==> src/rtl/regfile_pkg.sv <==
// Shared types and helpers for the parametrised register file and its scoreboard.
package regfile_pkg;

  typedef enum logic {
    ST_INIT = 1'b0,
    ST_RUN  = 1'b1
  } rf_state_t;

  localparam int unsigned INIT_MAX_W = 64;

  // Power-on value of register idx; callers cast down to their word width.
  function automatic logic [INIT_MAX_W-1:0] init_word(input logic [31:0] idx);
    return INIT_MAX_W'(idx);
  endfunction

endpackage

==> src/rtl/rf_scoreboard.sv <==
// Per-register busy bits: set marks a pending producer, a write retires it.
module rf_scoreboard
  import regfile_pkg::*;
#(
  parameter int DEPTH    = 16,
  parameter int AW       = $clog2(DEPTH),
  parameter bit ZERO_REG = 1'b0
) (
  input  logic          clk,
  input  logic          rst,
  input  logic          set_en,
  input  logic [AW-1:0] set_addr,
  input  logic          clr_en,
  input  logic [AW-1:0] clr_addr,
  input  logic [AW-1:0] raddr_a,
  input  logic [AW-1:0] raddr_b,
  output logic          busy_a,
  output logic          busy_b
);

  logic [DEPTH-1:0] busy;

  for (genvar i = 0; i < DEPTH; i++) begin : g_bit
    logic set_hit, clr_hit;
    // Register 0 never holds a pending producer when it is hardwired.
    assign set_hit = set_en && (set_addr == AW'(i)) && !(ZERO_REG && (i == 0));
    assign clr_hit = clr_en && (clr_addr == AW'(i));

    always_ff @(posedge clk) begin
      if (rst)          busy[i] <= 1'b0;
      else if (set_hit) busy[i] <= 1'b1;
      else if (clr_hit) busy[i] <= 1'b0;
    end
  end

  assign busy_a = busy[raddr_a];
  assign busy_b = busy[raddr_b];

endmodule

==> src/rtl/regfile_pz.sv <==
// Two-read/one-write register file with reset-driven init, write bypass and busy scoreboard.
module regfile_pz
  import regfile_pkg::*;
#(
  parameter int WIDTH    = 16,
  parameter int DEPTH    = 16,
  parameter int AW       = $clog2(DEPTH),
  parameter bit BYPASS   = 1'b1,
  parameter bit ZERO_REG = 1'b0
) (
  input  logic             clk,
  input  logic             rst,
  input  logic [AW-1:0]    raddr_a,
  input  logic [AW-1:0]    raddr_b,
  output logic [WIDTH-1:0] rdata_a,
  output logic [WIDTH-1:0] rdata_b,
  input  logic             we,
  input  logic [AW-1:0]    waddr,
  input  logic [WIDTH-1:0] wdata,
  input  logic             set_busy,
  input  logic [AW-1:0]    set_addr,
  output logic             busy_a,
  output logic             busy_b,
  output logic             ready,
  output logic             init_err
);

  rf_state_t               state, state_nxt;
  logic [AW-1:0]           cnt, cnt_nxt;
  logic [DEPTH-1:0][WIDTH-1:0] mem;
  logic                    run;
  logic                    init_wr;
  logic                    user_wr;
  logic                    sb_busy_a, sb_busy_b;

  assign run     = (state == ST_RUN);
  assign ready   = run;
  assign init_wr = !rst && (state == ST_INIT);
  assign user_wr = !rst && run && we && !(ZERO_REG && (waddr == '0));

  always_ff @(posedge clk) begin
    if (rst) begin
      state    <= ST_INIT;
      cnt      <= '0;
      init_err <= 1'b0;
    end else begin
      state    <= state_nxt;
      cnt      <= cnt_nxt;
      init_err <= (state == ST_INIT) && (we || set_busy);
    end
  end

  always_comb begin
    state_nxt = state;
    cnt_nxt   = cnt;
    if (state == ST_INIT) begin
      cnt_nxt = cnt + AW'(1);
      if (cnt == AW'(DEPTH - 1)) state_nxt = ST_RUN;
    end
  end

  always_ff @(posedge clk) begin
    if (init_wr)      mem[cnt]   <= WIDTH'(init_word(32'(cnt)));
    else if (user_wr) mem[waddr] <= wdata;
  end

  // Bypass forwards only live writes; the hardwired zero overrides everything.
  function automatic logic [WIDTH-1:0] rd_port(input logic [AW-1:0] ra);
    logic [WIDTH-1:0] d;
    d = mem[ra];
    if (BYPASS && we && (waddr == ra)) d = wdata;
    if (ZERO_REG && (ra == '0))        d = '0;
    if (!run)                          d = '0;
    return d;
  endfunction

  assign rdata_a = rd_port(raddr_a);
  assign rdata_b = rd_port(raddr_b);

  rf_scoreboard #(
    .DEPTH    (DEPTH),
    .AW       (AW),
    .ZERO_REG (ZERO_REG)
  ) u_sb (
    .clk      (clk),
    .rst      (rst),
    .set_en   (run && set_busy),
    .set_addr (set_addr),
    .clr_en   (run && we),
    .clr_addr (waddr),
    .raddr_a  (raddr_a),
    .raddr_b  (raddr_b),
    .busy_a   (sb_busy_a),
    .busy_b   (sb_busy_b)
  );

  assign busy_a = run && sb_busy_a;
  assign busy_b = run && sb_busy_b;

endmodule

==> config.mk <==
export PLATFORM = sky130hd
export DESIGN_NAME = regfile_pz
export DESIGN_NICKNAME = d
export VERILOG_FILES = /design/src/rtl/regfile_pkg.sv /design/src/rtl/rf_scoreboard.sv /design/src/rtl/regfile_pz.sv
export SDC_FILE = /design/constraint.sdc
export NUM_CORES = 1
export LEC_CHECK = 0
export ABC_CLOCK_PERIOD_IN_PS = 3250
export CAP_MARGIN = 25
export CELL_PAD_IN_SITES_DETAIL_PLACEMENT = 0
export CELL_PAD_IN_SITES_GLOBAL_PLACEMENT = 2
export CORE_ASPECT_RATIO = 0.75
export CORE_UTILIZATION = 39
export DETAILED_ROUTE_END_ITERATION = 10
export HOLD_SLACK_MARGIN = 0.15
export PLACE_DENSITY = 0.77
export SYNTH_ARGS = -nofsm -noshare
export SYNTH_HDL_FRONTEND = slang
export SYNTH_SLANG_ARGS = --single-unit
==> constraint.sdc <==
create_clock -name clk -period 3.25 [get_ports clk]
set_input_delay 0.975 -clock clk [delete_from_list [all_inputs] [get_ports clk]]
set_output_delay 0.975 -clock clk [all_outputs]
set_load 0.02 [all_outputs]
# Word-level counts from Yosys, hierarchy flattened
# Cells that the tools add are included.
# totals
reg_bits	278
inputBits	36
wordCells	195
# op_classes
addsub	1
magnitude_cmp	6
eq_ne	33
muxes	54
bitwise	1
n_reduce_logical	65
# op_table
cell	count
bitwise mux 256 bit	2
2-to-1 mux 256 bit	2
binary-select mux 16 bit (select 4 bit)	2
demux 16 bit (select 4 bit)	2
2-to-1 mux 16 bit	8
== test 4 bit, second input constant	17
logical AND 1 bit	44
2-to-1 mux 1 bit	36
nonzero test 2 bit	17
== test 4 x 3 -> 1 bit, second input constant	8
less-than comparator 4 x 5 -> 1 bit, second input constant	4
== test 4 x 2 -> 1 bit, second input constant	4
binary-select mux 1 bit (select 4 bit)	2
== test 4 x 1 -> 1 bit, second input constant	2
== test 4 bit	2
>= comparator 4 x 1 -> 1 bit, second input constant	2
zero test 4 bit	2
adder 4 x 1 -> 4 bit, second input constant	1
zero test 1 bit	1
logical OR 1 bit	1
NOT 1 bit	1

# Longest topological paths before layout
# logic_depth
depth_word	7
mapped_depth	7
ltp_nobuf	5

# Hierarchy
# Synthesis repeated with hierarchy kept, for this count alone.
# unflattened
hier_cells	1111
area_unflattened_um2	14965.6
# modules_own_cells
mod	instances	cells_each	area_per_inst_um2
regfile_pz	1	1016	14036.0
rf_scoreboard	1	95	929.6

# Worst setup path after synthesis
# No wires, ideal clock.
# synth_timing
path_type	input port to output port
startpoint	input raddr_b[0]
endpoint	output busy_b
arrival_ns	2.405
required_time_ns	2.275
path_slack_ns	-0.130
path_stages	6
n_path_buf	3
path_cell_list	buf_6 buf_8 buf_4 mux4_2 mux4_2 and2_1
# synth_between
elab_chain_len	3
# synth_rtl
element	line	source
from (decl)	regfile_pz.sv:14	input logic [AW-1:0] raddr_b,
binary-select mux 1 bit (select 4 bit)	rf_scoreboard.sv:37	assign busy_b = busy[raddr_b];
2-to-1 mux 1 bit (not written as such)	rf_scoreboard.sv:37	
logical AND 1 bit	regfile_pz.sv:98	assign busy_b = run && sb_busy_b;
to (decl)	regfile_pz.sv:23	output logic busy_b,
# No other way between the ends. The select of a mux whose other input is x is not followed.

# Worst setup path in the final report
# layout_timing
startpoint	input raddr_b[0]
endpoint	output rdata_b[0]
# layout_between
elab_chain_len	4
# layout_rtl
element	line	source
binary-select mux 16 bit (select 4 bit) or == test 4 bit (tied branches)	regfile_pz.sv:70, regfile_pz.sv:71	
2-to-1 mux 16 bit (not written as such) or logical AND 1 bit (tied branches)	regfile_pz.sv:70, regfile_pz.sv:71	
2-to-1 mux 16 bit (*)	regfile_pz.sv:71	if (BYPASS && we && (waddr == ra)) d = wdata;
2-to-1 mux 16 bit (*)	regfile_pz.sv:73	if (!run) d = '0;
to (decl)	regfile_pz.sv:16	output logic [WIDTH-1:0] rdata_b,
# Mark *: on every way between the ends. The rest lies on a longest branch, timed or not. The select of a mux whose other input is x is not followed.

==> summary.md <==
| Metric | Value |
|---|---|
| Outcome | `finished, violations left` |
| Failing checks | `negative setup slack` |
| Post-synth EDFFs | `roughly 260` |
| Initial Util | `39.8%` |
| P_leak | `approximately 6.8 nW` |
| Critical path peak fanout | `6` |
| Routed WL | `~52000 um` |
| Initial DRT Pass Iterations | `7` |
| Mapped Avg Cell Area | `approximately 13 sq um` |
| CP max stage cell | `mux4_2` |
| Final worst-path cycle share | `116%` |
| Cells after Synth | `1106` |
| Vias per cell | `between 6 and 7` |
| Largest area contributor in the netlist | `edfxtp_1` |
| Die height | `~170 um` |
| Setup ws final | `-519 ps` |
| Warnings from Yosys | `0` |
| Min-delay src | `u_sb.busy[6]` |
| Synth top area share | `roughly half` |
| IO Count | `slightly above 70` |
| Routed len/inst | `~28 um` |
| Post-CTS Hold Buffers | `0` |
| CTS sink count | `278` |
| Initial antenna violation count | `1` |
| Slew @ Worst Pin | `469 ps` |
| Hpwl dp | `between 30000 and 40000 um` |
| CORE AREA | `37200 sq um` |
| Final setup fails | `34` |
| Port Buffer Count | `71` |
| Root buf cell | `clkbuf_16` |
| Die Footprint | `just under 40000 sq um` |
| CP most frequent cell | `buf_12` |
| Clock buffer count from CTS | `28` |
| # DRC | `0` |
| Critical Path Source | `raddr_b[0]` |
| Setup crit end | `rdata_b[0]` |
| Via count | `between 10000 and 15000` |
| DR iter-0 viols | `around 1200` |
| Synthesized Nets | `1146` |
| Critical Path AT | `between 2000 and 3000 ps` |
| Largest net degree at the start of global routing | `39` |
| Asr flop ratio synth | `0%` |
| Synth Flop Type | `edfxtp_1` |
| Grt ovf | `0` |
| Fmax | `~270 MHz` |
| PwrDens | `427 nW/um^2` |
| Clk_lat worst skew | `560 ps` |
| Layout Area Growth over Synthesis | `32.0%` |
| Die X | `around 230 um` |
| Synth area leaders | `edfxtp_1 (52%), mux4_2 (20%), nor2_1 (6.0%)` |
| Final Max Tran Viols | `0` |
| # nets final | `around 1400` |
| Critical Path RT | `2270 ps` |
| Worst Setup Start Kind | `input pin` |
| Finished Core Util | `52.5%` |
| Distinct cells, synth | `35` |
| CTS tree | `built` |
| Reg clk slew, reported paths | `roughly 70 ps` |
| Rel. slew slack | `~69%` |
| Setup CP Type | `input pin to primary output` |
| Mapped Area | `~15000 sq um` |
| Vias in the first global route | `roughly 11000` |
| Crit path cell chain | `buf_12, buf_12, buf_12, buf_12, buf_6, mux4_2, a22oi_2, nand2_1, a22o_1, buf_6` |
| Hold Crit Class | `register to register` |
| Clock skew | `~18 ps` |
| Num rows | `a little over 60` |
| Worst reg2reg path depth | `5` |
| Global-route wire length before repair | `75900 um` |
| Yosys reg bits | `around 280` |
| Element type at the critical path end | `primary output` |
| Worst R2R End | `mem[221]` |
| Most common cell in the synthesized netlist | `edfxtp_1` |
| Final Hold Viols | `0` |
| Commonest cells in the netlist | `edfxtp_1 (256), nor2_1 (239), mux4_2 (132), nand2_1 (83), a22oi_1 (64)` |
| RSZ-0062 raised after global routing | `true` |
| Sequential cell area fraction in the yosys report | `54.8%` |
| Max incr delay on CP | `530 ps` |
| R2r setup slk | `~1100 ps` |
| Clock buffer depth | `3` |
| Min Hold Slack | `about 500 ps` |
| Gr usage total | `between 20% and 30%` |
| Worst IR Drop VDD | `~0.34 mV` |
| RePlAce Congestion | `approximately 0.90` |
| Final min period | `3770 ps` |
| Share of cells above drive strength 1 | `between 40% and 50%` |
| Maxcap violations | `0` |
| CTS H-tree depth | `1` |
| Critical R2R Launch | `cnt[0]` |
| DRT antenna net count | `0` |
==> critical path, delay by kind of cell <==
family	cells	cell delay, ps
and+or+nand+nor	1	110
buffers and inverters	6	740
AOI/OAI and AO/OA	2	420
muxes	1	530
==> stage by stage <==
stage | worst slack [ps] | cells | cell area, sq um | setup TNS, ps | power [mW]
3_5_place_dp | -1030 | 1748 | 17600 | -33680 | 5.02
2_1_floorplan | -67.0 | 1106 | 15100 | -1900 | 4.54
6_report | -519 | 1839 | 19600 | -14040 | 8.35
4_1_cts | -519 | 1833 | 19400 | -14130 | 8.35
5_1_grt | -552 | 1839 | 19600 | -15350 | 8.56
3_3_place_gp | -1020 | 1748 | 17600 | -32470 | 5.01
==> cell usage in the layout (no fill, tap or decap), types with 6 or more instances in the layout <==
cell type and instances:
nor2_1 239, o22a_1 16, a22oi_1 16, clkdlybuf4s50_1 25, clkbuf_16 29, o22ai_1 48
mux4_2 136, nor2b_1 11, nand2_1 63, o21ai_0 16, a21oi_1 17, xor2_1 9
nand2_4 6, a22o_4 20, buf_12 51, clkinv_1 6, a22oi_2 48, a22o_1 12
nand3_1 15, edfxtp_1 256, nand2_2 14, buf_6 56, dfxtp_1 22, buf_4 137
==> cells by family (layout without fill, tap and decap cells) <==
group / after synthesis / after routing / share of synthesized area [%]
simple gates: 366 / 366 / 9.91
flops: 278 / 278 / 54.8
compound gates: 195 / 195 / 9.28
mux: 139 / 139 / 21.2
buf+inv: 113 / 341 / 3.86
xor+xnor: 11 / 11 / 0.650
fa+ha+maj: 4 / 4 / 0.337
other cells: 0 / 1 / 0
==> flip-flops by register name (all words and copies together), names as in the netlist <==
name / cells
ready: 1
cnt: 4
mem: 256
u_sb.busy: 16
init_err: 1
==> power by group <==
group          internal, mW  leakage [nW]  switching [mW]
clock                  1.85         0.427            1.38
combinational         0.556          3.77           0.631
sequential             3.91          2.56          0.0239
==> per-layer routing <==
| metal | track usage (%) | up-vias | wire (um) |
|---|---|---|---|
| met5 | 0 | - | 0 |
| met1 | 39.9 | 5759 | 21500 |
| met4 | 6.92 | 0 | 1230 |
| li1 | - | 4737 | - |
| met3 | 5.74 | 84 | 5670 |
| met2 | 42.6 | 648 | 24000 |
==> final cells by class <==
| class | count | area (sq um) |
|---|---|---|
| Antenna cell | 1 | 2.50 |
| Clock buffer | 34 | 744 |
| Clock inverter | 14 | 143 |
| Fill cell | 3181 | 17700 |
| Inverter | 3 | 11.3 |
| Multi-Input combinational cell | 715 | 6670 |
| Sequential cell | 278 | 8130 |
| Tap cell | 504 | 631 |
| Timing Repair Buffer | 290 | 3240 |
==> repair_timing <==
item / 4_1_cts / 5_1_grt
resized for setup: 297 / 51
cloned: 9 / 0
buffers inserted: 31 / 8
endpoints found under the setup margin: 34 / 34
pin swaps: 44 / 30
==> how the worst min path moves through the flow <==
stage                               end  slack, ps  cells after the start
after floorplan            u_sb.busy[1]        460                      2
after global placement     u_sb.busy[6]        490                      2
after detailed placement  u_sb.busy[14]        480                      2
after CTS                 u_sb.busy[14]        490                      2
after global routing      u_sb.busy[15]        530                      2
final                      u_sb.busy[6]        500                      2
(Power assumes the default switching activity.)
